$ cat config.mk
export PLATFORM = sky130hd
export DESIGN_NAME = soft_decoder_scheduler
export DESIGN_NICKNAME = d
export VERILOG_FILES = /design/src/rtl/soft_decoder_pkg.sv /design/src/rtl/soft_decoder_scheduler_rr_arbiter.sv /design/src/rtl/soft_decoder_scheduler.sv
export SDC_FILE = /design/constraint.sdc
export NUM_CORES = 1
export LEC_CHECK = 0
export CAP_MARGIN = 20
export CORE_AREA = 2 2 376 378
export DETAILED_ROUTE_END_ITERATION = 12
export DIE_AREA = 0 0 378 380
export SLEW_MARGIN = 20
export SYNTH_ARGS = -nofsm -noshare
export SYNTH_HDL_FRONTEND = slang
export SYNTH_SLANG_ARGS = --single-unit
$ cat constraint.sdc
create_clock -name clk -period 3.5 [get_ports clk]
set_clock_uncertainty 0.15 [all_clocks]
set_input_delay 0.35 -clock clk [delete_from_list [all_inputs] [get_ports clk]]
set_output_delay 0.35 -clock clk [all_outputs]
set_load 0.01 [all_outputs]
$ cat src/rtl/soft_decoder_pkg.sv
// Shared types and constants for the soft decoder scheduler and the soft decoder itself.
package soft_decoder_pkg;

  localparam int LIKELY_W = 32;
  localparam int LIKELY_N = 10;

  typedef enum logic [1:0] {
    ST_OK      = 2'b00,
    ST_BAD_LEN = 2'b01,
    ST_TIMEOUT = 2'b10
  } status_e;

  typedef enum logic [1:0] {
    S_IDLE,
    S_LAUNCH,
    S_WAIT,
    S_RESP
  } state_e;

  typedef logic signed [LIKELY_W-1:0] likely_arr_t [1:LIKELY_N];

  // Strand length is carried as a signed int, so negative lengths fall out as illegal.
  function automatic logic len_ok(input logic signed [31:0] len, input int lo, input int hi);
    return (len >= lo) && (len <= hi);
  endfunction

endpackage

$ cat src/rtl/soft_decoder_scheduler_rr_arbiter.sv
// Round-robin arbiter: grants the first requester at or after ptr, wrapping.
module rr_arbiter
  import soft_decoder_pkg::*;
#(
  parameter int NUM_REQ = 4
) (
  input  logic [NUM_REQ-1:0]         req,
  input  logic [$clog2(NUM_REQ)-1:0] ptr,
  input  logic                       en,
  output logic [NUM_REQ-1:0]         gnt,
  output logic [$clog2(NUM_REQ)-1:0] idx,
  output logic                       vld
);

  localparam int IDX_W = $clog2(NUM_REQ);

  logic [IDX_W-1:0] cand;

  always_comb begin
    gnt  = '0;
    idx  = '0;
    vld  = 1'b0;
    cand = '0;
    for (int i = 0; i < NUM_REQ; i++) begin
      cand = IDX_W'((int'(ptr) + i) % NUM_REQ);
      if (en && !vld && req[cand]) begin
        vld = 1'b1;
        idx = cand;
      end
    end
    if (vld) gnt[idx] = 1'b1;
  end

endmodule

$ cat src/rtl/soft_decoder_scheduler.sv
// Shares one soft decoder among NUM_REQ strand requesters: arbitrate, length-check,
// launch, wait for done (with timeout), and return one tagged response per job.
module soft_decoder_scheduler
  import soft_decoder_pkg::*;
#(
  parameter int DATA_WIDTH     = 32,
  parameter int n              = 10,
  parameter int NUM_REQ        = 4,
  parameter int MIN_LEN        = 8,
  parameter int MAX_LEN        = 32,
  parameter int TIMEOUT_CYCLES = 4096
) (
  input  logic                         clk,
  input  logic                         rst,
  input  logic [NUM_REQ-1:0]           req_valid,
  output logic [NUM_REQ-1:0]           req_ready,
  input  logic [DATA_WIDTH-1:0]        req_strand [NUM_REQ],
  input  logic signed [31:0]           req_len [NUM_REQ],
  output logic                         dec_start,
  output logic [31:0]                  dec_N,
  output logic [DATA_WIDTH-1:0]        dec_strand,
  input  logic                         dec_done,
  input  logic signed [LIKELY_W-1:0]   dec_likelyhood [1:n],
  output logic                         resp_valid,
  input  logic                         resp_ready,
  output logic [$clog2(NUM_REQ)-1:0]   resp_id,
  output logic [1:0]                   resp_status,
  output logic signed [LIKELY_W-1:0]   resp_likelyhood [1:n],
  output logic                         busy
);

  localparam int IDX_W = $clog2(NUM_REQ);
  localparam int CNT_W = $clog2(TIMEOUT_CYCLES) + 1;

  state_e                      state_q, state_d;
  logic [IDX_W-1:0]            rr_ptr_q, rr_ptr_d;
  logic [CNT_W-1:0]            cnt_q, cnt_d;
  logic                        armed_q, armed_d;
  logic [IDX_W-1:0]            resp_id_q, resp_id_d;
  status_e                     resp_status_q, resp_status_d;
  logic signed [LIKELY_W-1:0]  resp_lk_q [1:n];
  logic signed [LIKELY_W-1:0]  resp_lk_d [1:n];
  logic [31:0]                 dec_n_q, dec_n_d;
  logic [DATA_WIDTH-1:0]       dec_strand_q, dec_strand_d;

  logic [NUM_REQ-1:0]          gnt;
  logic [IDX_W-1:0]            gnt_idx;
  logic                        gnt_vld;
  logic signed [31:0]          len_sel;
  logic [DATA_WIDTH-1:0]       strand_sel;

  rr_arbiter #(.NUM_REQ(NUM_REQ)) u_arb (
    .req (req_valid),
    .ptr (rr_ptr_q),
    .en  (state_q == S_IDLE),
    .gnt (gnt),
    .idx (gnt_idx),
    .vld (gnt_vld)
  );

  assign len_sel    = req_len[gnt_idx];
  assign strand_sel = req_strand[gnt_idx];

  always_comb begin
    state_d       = state_q;
    rr_ptr_d      = rr_ptr_q;
    cnt_d         = cnt_q;
    armed_d       = armed_q;
    resp_id_d     = resp_id_q;
    resp_status_d = resp_status_q;
    resp_lk_d     = resp_lk_q;
    dec_n_d       = dec_n_q;
    dec_strand_d  = dec_strand_q;
    unique case (state_q)
      S_IDLE: begin
        if (gnt_vld) begin
          rr_ptr_d  = (gnt_idx == IDX_W'(NUM_REQ - 1)) ? '0 : gnt_idx + 1'b1;
          resp_id_d = gnt_idx;
          resp_lk_d = '{default: '0};
          if (len_ok(len_sel, MIN_LEN, MAX_LEN)) begin
            state_d       = S_LAUNCH;
            resp_status_d = ST_OK;
            dec_n_d       = $unsigned(len_sel);
            dec_strand_d  = strand_sel;
          end else begin
            state_d       = S_RESP;
            resp_status_d = ST_BAD_LEN;
          end
        end
      end
      S_LAUNCH: begin
        cnt_d   = '0;
        armed_d = 1'b0;
        state_d = S_WAIT;
      end
      S_WAIT: begin
        cnt_d = cnt_q + 1'b1;
        // A done level left over from the previous job is ignored until done has been seen low.
        if (!dec_done) armed_d = 1'b1;
        if (armed_q && dec_done) begin
          resp_lk_d     = dec_likelyhood;
          resp_status_d = ST_OK;
          state_d       = S_RESP;
        end else if (cnt_q == CNT_W'(TIMEOUT_CYCLES - 1)) begin
          resp_lk_d     = '{default: '0};
          resp_status_d = ST_TIMEOUT;
          state_d       = S_RESP;
        end
      end
      S_RESP: begin
        if (resp_ready) begin
          state_d      = S_IDLE;
          dec_n_d      = '0;
          dec_strand_d = '0;
        end
      end
      default: state_d = S_IDLE;
    endcase
  end

  always_ff @(posedge clk) begin
    if (rst) begin
      state_q       <= S_IDLE;
      rr_ptr_q      <= '0;
      cnt_q         <= '0;
      armed_q       <= 1'b0;
      resp_id_q     <= '0;
      resp_status_q <= ST_OK;
      resp_lk_q     <= '{default: '0};
      dec_n_q       <= '0;
      dec_strand_q  <= '0;
    end else begin
      state_q       <= state_d;
      rr_ptr_q      <= rr_ptr_d;
      cnt_q         <= cnt_d;
      armed_q       <= armed_d;
      resp_id_q     <= resp_id_d;
      resp_status_q <= resp_status_d;
      resp_lk_q     <= resp_lk_d;
      dec_n_q       <= dec_n_d;
      dec_strand_q  <= dec_strand_d;
    end
  end

  assign req_ready       = gnt;
  assign dec_start       = (state_q == S_LAUNCH);
  assign dec_N           = dec_n_q;
  assign dec_strand      = dec_strand_q;
  assign resp_valid      = (state_q == S_RESP);
  assign resp_id         = resp_id_q;
  assign resp_status     = resp_status_q;
  assign resp_likelyhood = resp_lk_q;
  assign busy            = (state_q != S_IDLE);

endmodule
==> results by group <==
Timing
  • Crit path time final: 3.35 ns
  • Actual slew at the worst max-slew pin: ~1 ns
  • Fin crit share: 95.8%
  • Fmax: 298 MHz
  • Setup_tns: 0 ns
  • RSZ-0062 raised after global routing: yes
  • Final Hold Viols: 0
  • Rel. slew slack: 34.6%
  • Final setup viols: 0
  • Max Transition Viols Final: 0
  • WHS: 0.128 ns

Pwr
  • Design Power: 0.0189 W
  • Pwr per Cell Area: approximately 600 nW/µm²
  • Internal: 0.0109 W
  • Sw frac: 42.1%
  • VDD IR max: between 0.0005 and 0.0006 V
  • Leakage: 10.5 nW
  • Psw: roughly 0.0080 W
  • Combinational Power Share: a little under half
  • Clock power frac: 27.4%
  • Flop pwr share: about 25%

Floorplanning
  • Initial Utilization: 12.3%
  • I/O pins: 979
  • Core ar.: around 140000 µm²
  • Site Rows: 137
  • Die Wd: about 380 µm
  • Die area: 144000 µm²
  • Die Ht: 380 µm

Hold path
  • Hold Path Class: input port to flop

Global routing
  • Vias in the first global route: 19271
  • First-pass GRT wire length: ~150000 µm
  • Total track usage: 14.6%
  • Gr ovfl total: 0
  • Largest net degree at the start of global routing: 130
  • Initial antenna violation count: 75

Detailed routing
  • Vias: 20178
  • DRT iter0 DRCs: 1680
  • Post-Route WL: 111000 µm
  • WL met1: 43700 µm
  • DRT Pass-1 Iters: 7
  • Drt drc: 0
  • Via-per-instance ratio: 4.05
  • Met3 wire len: 9010 µm
  • Routed WL per cell: 22.2 µm
  • Post-route ant nets: 0
  • Highest routed layer: met5
  • Metal2 WL: ~54000 µm

Worst setup path
  • Max stage delay on crit path: 0.39 ns
  • Crit path kind: flop to output pin
  • WP buf/inv: 4
  • Worst setup startpoint: state_q[1]
  • CP most frequent cell: inv_2
  • CP cell instances: inv_2 > ha_4 > nor2b_2 > o2bb2ai_4 > a221o_1 > nand2_4 > inv_2 > buf_4 > ha_1 > nor2b_1 > dlygate4sd2_1
  • R2R setup slack: 0.16 ns
  • CP delay by family, top: buffers and inverters
  • Crit start category: flop
  • CP Depth: 11
  • Critical Path Slowest Stage Cell: a221o_1
  • RR Endpoint: dec_N[24]
  • CP endpoint: req_ready[1]
  • CP max FO: 6
  • Setup crit end kind: output pin
  • Worst reg2reg path depth: 13
  • Worst R2R Start: state_q[1]
  • Arrival time at the worst endpoint: 2.85 ns
  • Crit path required time: about 3 ns

Synth
  • Top post-synthesis cells by count: nand2_1, dfxtp_1, a21oi_1
  • Top cells by area, synth: dfxtp_1, a21oi_1, nand3_1, nand2_1, clkbuf_1
  • Most frequent cell after synthesis: nand2_1
  • Flops & latches, synth: 406
  • Ys Warns: 0
  • Adder-cell share of the synthesized area: 0.730%
  • Top-area cell type share of the netlist area: 47.4%
  • Synth Area in Simple Gates: 23.6%
  • Number of synthesized flops with an enable pin: 0
  • Mapped Avg Cell Area: 8.14 µm²
  • Post-synth cell types: 64
  • Largest area contributor in the netlist: dfxtp_1
  • Synth Flop Type: dfxtp_1
  • Share of flip-flops with an asynchronous set or reset: 0%
  • Largest family of logic cells by synthesized area: simple AND/OR/NAND/NOR gates
  • Mux contribution to synthesized area: 4.84%
  • Post-Syn Area: 17100 µm²
  • Sequential fraction of the synthesis area: 47.4%
  • Area fraction in compound gates after synthesis: 17.9%
  • Synth Instances: 2105
  • XOR/XNOR Fraction of Synth Area: 0.460%
  • Post-Syn Nets: approximately 2700

Clocking
  • CTS buffer count: 51
  • CTS root buf: clkbuf_16
  • Htree depth: 2
  • Largest buffer count on any clock path: 3
  • Sink Count: roughly 410
  • Worst skew pair latency: 0.62 ns
  • Clock slew at reported path FFs: 0.06 ns
  • CTS tree: yes

Layout
  • Share of layout cells above drive strength 1: around 9%
  • Utilization after layout: 22.6%
  • Area growth, synth to finish: 83.6%
  • Total Nets Final: approximately 3600

Run
  • MaxCap Viol Count: 0

Placement
  • Hpwl dp: 88600 µm
  • # port buffers: roughly 980
  • Global placement routability congestion: roughly 0.93

Run status
  • Status: finished, final reports clean
## state kept, by name, summed over array words and instances (netlist names)
name / flops
resp_likelyhood: 320
dec_N: 32
dec_strand: 32
cnt_q: 13
resp_id: 2
resp_status: 2
rr_ptr_q: 2
state_q: 2
armed_q: 1
## through the flow
stage | setup WS [ns] | std cells | instance area, µm²
2_1_floorplan | 0.343 | 2105 | 17100
3_3_place_gp | -0.139 | 4871 | 29800
3_5_place_dp | -0.186 | 4871 | 29800
4_1_cts | 0.00465 | 4967 | 31400
5_1_grt | -0.0180 | 4977 | 31500
6_report | 0.147 | 4979 | 31500
## worst reg2reg max path: cells and delay by family (launching register included)
kind | cells | cell delay [ns]
AOI/OAI and AO/OA | 4 | 0.78
adders and majority gates | 1 | 0.17
buffers and inverters | 4 | 0.65
DFF | 1 | 0.36
and+or+nand+nor | 4 | 1.10
## layer usage
| layer | GRT usage [%] | vias to the layer above |
|---|---|---|
| met5 | 0 | - |
| met4 | 4.71 | 38 |
| met3 | 4.23 | 233 |
| met2 | 25.1 | 928 |
| met1 | 17.2 | 9615 |
| li1 | - | 9364 |
## cells by family after synthesis
kind of cell / count (synthesis)
AO/OA/AOI/OAI: 498
buffers and inverters: 216
AND/OR/NAND/NOR: 889
flip-flops: 406
adder cells (fa/ha/maj): 10
multiplexers: 77
XOR/XNOR: 9
## layout make-up
type | count | area, µm²
multi-input cells | 1483 | 8250
flip-flops and latches | 406 | 8140
clock inverters | 29 | 189
fillers | 15292 | 108000
repair buffers | 1100 | 11100
clock buffers | 63 | 1390
well taps | 1876 | 2350
diodes | 10 | 25.0
inverters | 12 | 45.0
## worst min path at each step
| stage | start | endpoint | slack [ns] | depth (start not counted) |
|---|---|---|---|---|
| 6_report | dec_likelyhood[26] | resp_likelyhood[26] | 0.13 | 3 |
| 4_1_cts | dec_likelyhood[26] | resp_likelyhood[26] | 0.05 | 3 |
| 5_1_grt | dec_likelyhood[215] | resp_likelyhood[215] | 0.08 | 3 |
| 3_5_place_dp | resp_likelyhood[158] | resp_likelyhood[158] | 0.29 | 2 |
| 3_3_place_gp | resp_likelyhood[258] | resp_likelyhood[258] | 0.29 | 2 |
| 2_1_floorplan | cnt_q[12] | cnt_q[12] | 0.30 | 2 |
## timing repair
item                                    CTS  global route
endpoints found under the setup margin    4             3
resized for setup                        15             4
pin swaps                                 2             1
endpoints found under the hold margin    13             0
hold buffers                              1             0
setup buffers                             3             2
## cell usage in the layout (no fill, tap or decap), types with 38 or more instances in the layout
| cell | n |
|---|---|
| nand2_1 | 428 |
| mux2i_1 | 38 |
| dfxtp_1 | 403 |
| buf_4 | 90 |
| nand3_1 | 334 |
| a21oi_1 | 344 |
| clkdlybuf4s50_1 | 973 |
| clkbuf_16 | 51 |
## power groups by stage
stage	clock [W]	sequential (W)	combinational, W
3_3_place_gp	0	0.00486	0.00889
4_1_cts	0.00539	0.00476	0.00899
2_1_floorplan	0	0.00486	0.00450
6_report	0.00517	0.00476	0.00896
3_5_place_dp	0	0.00486	0.00890
5_1_grt	0.00554	0.00477	0.00965
Power figures use the tool's default switching activity.
